`src/rtl/exu_ctrl_pkg.sv`:
```
// Shared types for the RV32 execution sequencer: FSM states and decoded instruction types.
package exu_ctrl_pkg;

  localparam int INST_TYPE_WIDTH = 3;

  typedef enum logic [2:0] {
    ST_IDLE   = 3'd0,
    ST_FETCH  = 3'd1,
    ST_DECODE = 3'd2,
    ST_EXEC   = 3'd3,
    ST_MEM    = 3'd4,
    ST_WB     = 3'd5,
    ST_HALT   = 3'd6,
    ST_ERR    = 3'd7
  } state_e;

  typedef enum logic [INST_TYPE_WIDTH-1:0] {
    IT_R = 3'd0,
    IT_I = 3'd1,
    IT_S = 3'd2,
    IT_B = 3'd3,
    IT_U = 3'd4,
    IT_J = 3'd5
  } inst_type_e;

  // Codes 6 and 7 are unused by the decoder and count as illegal.
  function automatic logic type_legal(input logic [INST_TYPE_WIDTH-1:0] t);
    return t inside {IT_R, IT_I, IT_S, IT_B, IT_U, IT_J};
  endfunction

endpackage

```
`src/rtl/exu_ctrl_timer.sv`:
```
// Bus wait counter shared by instruction fetch and data access.
// expire flags the last permitted waiting cycle (count == TIMEOUT_CYC-1).
module exu_ctrl_timer #(
  parameter int TMR_WIDTH   = 8,
  parameter int TIMEOUT_CYC = 255
) (
  input  logic clk,
  input  logic rst,
  input  logic clr,
  input  logic inc,
  output logic expire
);

  logic [TMR_WIDTH-1:0] cnt;

  always_ff @(posedge clk or negedge rst) begin
    if (!rst) begin
      cnt <= '0;
    end else if (clr) begin
      cnt <= '0;
    end else if (inc) begin
      cnt <= cnt + 1'b1;
    end
  end

  assign expire = (cnt == TMR_WIDTH'(TIMEOUT_CYC - 1));

endmodule

```
`src/rtl/exu_ctrl.sv`:
```
// Multi-cycle FETCH/DECODE/EXEC/MEM/WB sequencer; architectural writes are enabled only in WB.
// Outputs decode the registered state so reset drops every request asynchronously.
module exu_ctrl
  import exu_ctrl_pkg::*;
#(
  parameter int ISA_WIDTH   = 32,
  parameter int TIMEOUT_CYC = 255,
  parameter int TMR_WIDTH   = 8
) (
  input  logic                       clk,
  input  logic                       rst,
  output logic                       ifu_req,
  input  logic                       ifu_ready,
  output logic                       inst_en,
  input  logic [INST_TYPE_WIDTH-1:0] inst_type,
  input  logic                       is_load,
  input  logic                       is_store,
  input  logic                       is_ebreak,
  output logic                       lsu_req,
  output logic                       lsu_we,
  input  logic                       lsu_ready,
  input  logic                       pc_w_en_i,
  input  logic                       gpr_w_en_i,
  output logic                       pc_w_en,
  output logic                       gpr_w_en,
  output logic                       halt,
  output logic                       err,
  output logic [ISA_WIDTH-1:0]       instret
);

  state_e state;
  logic   waiting;
  logic   ready;
  logic   expire;

  assign waiting = (state == ST_FETCH) || (state == ST_MEM);
  assign ready   = (state == ST_FETCH) ? ifu_ready : lsu_ready;

  // Held clear outside the wait states, so it restarts on every entry to FETCH or MEM.
  exu_ctrl_timer #(
    .TMR_WIDTH  (TMR_WIDTH),
    .TIMEOUT_CYC(TIMEOUT_CYC)
  ) u_timer (
    .clk   (clk),
    .rst   (rst),
    .clr   (!waiting),
    .inc   (waiting && !ready),
    .expire(expire)
  );

  always_ff @(posedge clk or negedge rst) begin
    if (!rst) begin
      state   <= ST_IDLE;
      instret <= '0;
    end else begin
      case (state)
        ST_IDLE:   state <= ST_FETCH;
        // A ready on the limit cycle still completes the handshake.
        ST_FETCH:  state <= ifu_ready ? ST_DECODE : (expire ? ST_ERR : ST_FETCH);
        ST_DECODE: state <= type_legal(inst_type) ? ST_EXEC : ST_ERR;
        ST_EXEC:   state <= (is_load || is_store) ? ST_MEM : ST_WB;
        ST_MEM:    state <= lsu_ready ? ST_WB : (expire ? ST_ERR : ST_MEM);
        ST_WB:     state <= is_ebreak ? ST_HALT : ST_FETCH;
        ST_HALT:   state <= ST_HALT;
        ST_ERR:    state <= ST_ERR;
        default:   state <= ST_ERR;
      endcase
      if (state == ST_WB) begin
        instret <= instret + 1'b1;
      end
    end
  end

  assign ifu_req  = (state == ST_FETCH);
  assign inst_en  = ifu_req && ifu_ready;
  assign lsu_req  = (state == ST_MEM);
  assign lsu_we   = lsu_req && is_store;
  assign pc_w_en  = (state == ST_WB) && pc_w_en_i && !is_ebreak;
  assign gpr_w_en = (state == ST_WB) && gpr_w_en_i && !is_ebreak;
  assign halt     = (state == ST_HALT);
  assign err      = (state == ST_ERR);

endmodule

```
`config.mk`:
```
export PLATFORM = sky130hd
export DESIGN_NAME = exu_ctrl
export DESIGN_NICKNAME = d
export VERILOG_FILES = /design/src/rtl/exu_ctrl_pkg.sv /design/src/rtl/exu_ctrl_timer.sv /design/src/rtl/exu_ctrl.sv
export SDC_FILE = /design/constraint.sdc
export NUM_CORES = 1
export LEC_CHECK = 0
export BUFFER_PORTS_ARGS = -buffer_cell sky130_fd_sc_hd__buf_2
export CAP_MARGIN = 20
export CORE_MARGIN = 1
export CORE_UTILIZATION = 55
export DETAILED_ROUTE_END_ITERATION = 8
export PLACE_DENSITY = 0.87
export SLEW_MARGIN = 15
export SYNTH_ARGS = -nofsm -noshare
export SYNTH_HDL_FRONTEND = slang
export SYNTH_SLANG_ARGS = --single-unit
```
`constraint.sdc`:
```
create_clock -name clk -period 2.9 [get_ports clk]
set_input_delay 0.29 -clock clk [delete_from_list [all_inputs] [get_ports clk]]
set_output_delay 0.29 -clock clk [all_outputs]
set_load 0.02 [all_outputs]
```
==> results.md <==
- Outcome: finished, final reports clean
- Drt via density: ~5.7
- Post-synth net total: 230
- Die Height: 65.73 um
- Initial antenna violation count: 0
- Layout Nets: 281
- Setup slack after layout: about 700 ps
- Drt first pass iters: 4
- Post-CTS Resized: 0
- Worst slew margin: 38.81%
- Synth top area cells: dfrtp_1, xor2_1, xnor2_1
- Setup TNS: 0 ps
- Die width: ~66 um
- Clock period minus final worst setup slack: 2198 ps
- Clock Skew: 5.313 ps
- FF-to-FF End: instret[29]$_DFFE_PN0N_
- Worst path cell trace: nand4b_1, or4_4, nor4_1, xor2_1
- DP Wirelength: 3.202 mm
- Area Growth Syn to Fin: 16.36%
- Post-Place Setup Slack: 750.6 ps
- Proportion of layout cells with a drive suffix above 1: approximately 24%
- Hold Path Class: in -> async
- N_diodes: 0
- Largest net degree at the start of global routing: 44
- Vias in the first global route: 1656
- Drt initial violations: 91
- Max VDD drop: 0.5293 mV
- Yosys top cell area share: 48.18%
- GR Util All Layers: 22.54%
- Num rows: 22
- CP max FO: 14
- Die Area: 4320 um2
- Period Utilization, post-route: 75.80%
- Reg2reg path depth: 4
- P per Cell Area: about 590 nW/um2
- Vias: around 1800
- Clk Latency, worst-skew pair: 290 ps
- Post-Syn Area: roughly 2200 um2
- Finished Layout Cells: 314
- Clk sink count: between 40 and 50
- Max stage delay cell, worst path: or4_4
- Inst Count DP: about 310
- CTS tree: yes
- Buf/Inv on CP: 0
- Yosys reg bits: 43
- IO Pins: 52
- Post-synth ARST share: 100.0%
- Number of flops mapped to enable cells by yosys: 0
- Critical Path End Type: register
- Remaining DRCs: 0
- Worst setup startpoint: state[1]$_DFF_PN0_
- Setup bufs post-CTS: 0
- Max_cap viols: 0
- CP startpoint kind: register
- Seq/Total Area, Yosys: between 40% and 50%
- Drt total wl: 4.411 mm
- Input/output buffers: 50
- Leakage: 1.324 nW
- Routability cong.: 0.8543
- Clk slew on worst S/H paths: 80 ps
- Critical Path RT: 3120 ps
- Hold WS: 126.5 ps
- Final Hold Fails: 0
- Synth warnings: 0
- Overall Power: about 0.0015 W
- CTS Hold Bufs: 0
- Top delay family on crit path: simple AND/OR/NAND/NOR gates
- Max incr delay on CP: roughly 700 ps
- WS Path Type: reg -> reg
- Core area: 3771 um2
- RSZ-0062 raised after global routing: no
- Fmax: 454.9 MHz
- R2R setup slack: 700 ps
- Largest area contributor in the netlist: dfrtp_1
- RR Startpoint: state[1]$_DFF_PN0_
- Most used DFF post-synth: dfrtp_1
- Slew @ Worst Pin: 917.9 ps
- Global route total overflow: 0
- First-pass GRT wire length: roughly 7.5 mm
- Starting Density: 59.22%
- Post-synth cell types: 39
- Antenna Violating Nets Remaining: 0
- Gate Count Post-Synth: between 200 and 250
- DR WL/cell: between 10 and 15 um
- Final-report setup violation count: 0
- Slew Limit Fails: 0
- CP arrival: 2410 ps
- H-tree depth: 2
- Syn_area_per_cell: 10.39 um2
- Cts bufs inserted: 5
- CTS Buffer Depth: 2
- CTS root buf: clkbuf_8
## layout by cell type (no fill, tap or decap), types with 4 or more instances in the layout
master	instances
a211oi_1	4
a21oi_1	5
and2_1	4
and4_1	8
buf_2	50
clkbuf_8	6
dfrtp_1	43
inv_1	8
nand2_1	14
nand3_1	12
nand4_1	8
nor2_1	16
nor3_1	6
nor3b_1	4
nor4_1	7
o21ai_0	6
xnor2_1	16
xor2_1	20
## kinds of logic after synthesis
family                   Yosys count  share of synthesized area [%]
multiplexers                       2                         0.9524
AO/OA/AOI/OAI                     20                          5.827
AND/OR/NAND/NOR                   97                          26.44
adder cells (fa/ha/maj)            3                          1.681
XOR/XNOR                          36                          14.12
flip-flops                        43                          48.18
buffers and inverters             14                          2.801
## report_power, final
group          switching [W]  total [W]  internal, W  leakage [nW]
Sequential          0.000116   0.000773     0.000657         0.584
Clock               0.000195   0.000382     0.000187        0.0470
Combinational       0.000216   0.000372     0.000156         0.693
Total               0.000527    0.00153      0.00100          1.32
## layout make-up
cell class / instances / area (um2)
Fill cell: 310 / 1172
Multi-Input combinational cell: 158 / 1095
Sequential cell: 43 / 1076
Timing Repair Buffer: 50 / 250.2
Clock buffer: 6 / 82.58
Tap cell: 48 / 60.06
Inverter: 8 / 30.03
Clock inverter: 1 / 5.005
## worst max path at each step
stage | endpoint | slack [ps] | depth (start not counted)
final | instret[29]$_DFFE_PN0N_ | 700 | 4
after global routing | instret[29]$_DFFE_PN0N_ | 590 | 4
after CTS | instret[29]$_DFFE_PN0N_ | 720 | 4
after detailed placement | instret[29]$_DFFE_PN0N_ | 750 | 4
after global placement | instret[27]$_DFFE_PN0N_ | 840 | 4
after floorplan | u_timer.cnt[7]$_DFFE_PN0P_ | 810 | 5
## registers in the layout, summed over array words and instances (netlist names)
name,flops
state,3
instret,32
u_timer.cnt,8
## worst reg2reg max path, stage by stage (launching register included)
cell      delay, ps
dfrtp_1         500
nand4b_1        290
or4_4           700
nor4_1          430
xor2_1          200
## stage by stage
stage	utilization (%)	cell area, um2
6_report	68.91	2599
5_1_grt	68.91	2599
4_1_cts	68.91	2599
3_5_place_dp	66.59	2511
3_3_place_gp	66.59	2511
2_1_floorplan	-	2233
## Yosys cell counts, types with 3 or more instances
cell type  count
inv_1          8
ha_1           3
nand4_1        8
nor4_1         7
nor3b_1        4
nand4b_1       3
dfrtp_1       43
and3_1         3
a21oi_1        5
a211oi_1       4
clkbuf_1       3
nor3_1         6
xnor2_1       16
o21ai_0        6
nor2_1        16
nand2_1       14
xor2_1        20
nand3_1       12
and4_1         8
and2_1         4
## layer usage
layer | GRT usage, % | vias to the layer above | share of wire (%) | routed length, um
li1 | - | 866 | - | -
met1 | 28.80 | 870 | 44 | 1958
met2 | 37.50 | 54 | 50 | 2190
met3 | 5.208 | 6 | 4.9 | 218
met4 | 7.065 | 0 | 0.97 | 43
met5 | 0 | - | 0 | 0
Power figures use the tool's default switching activity.
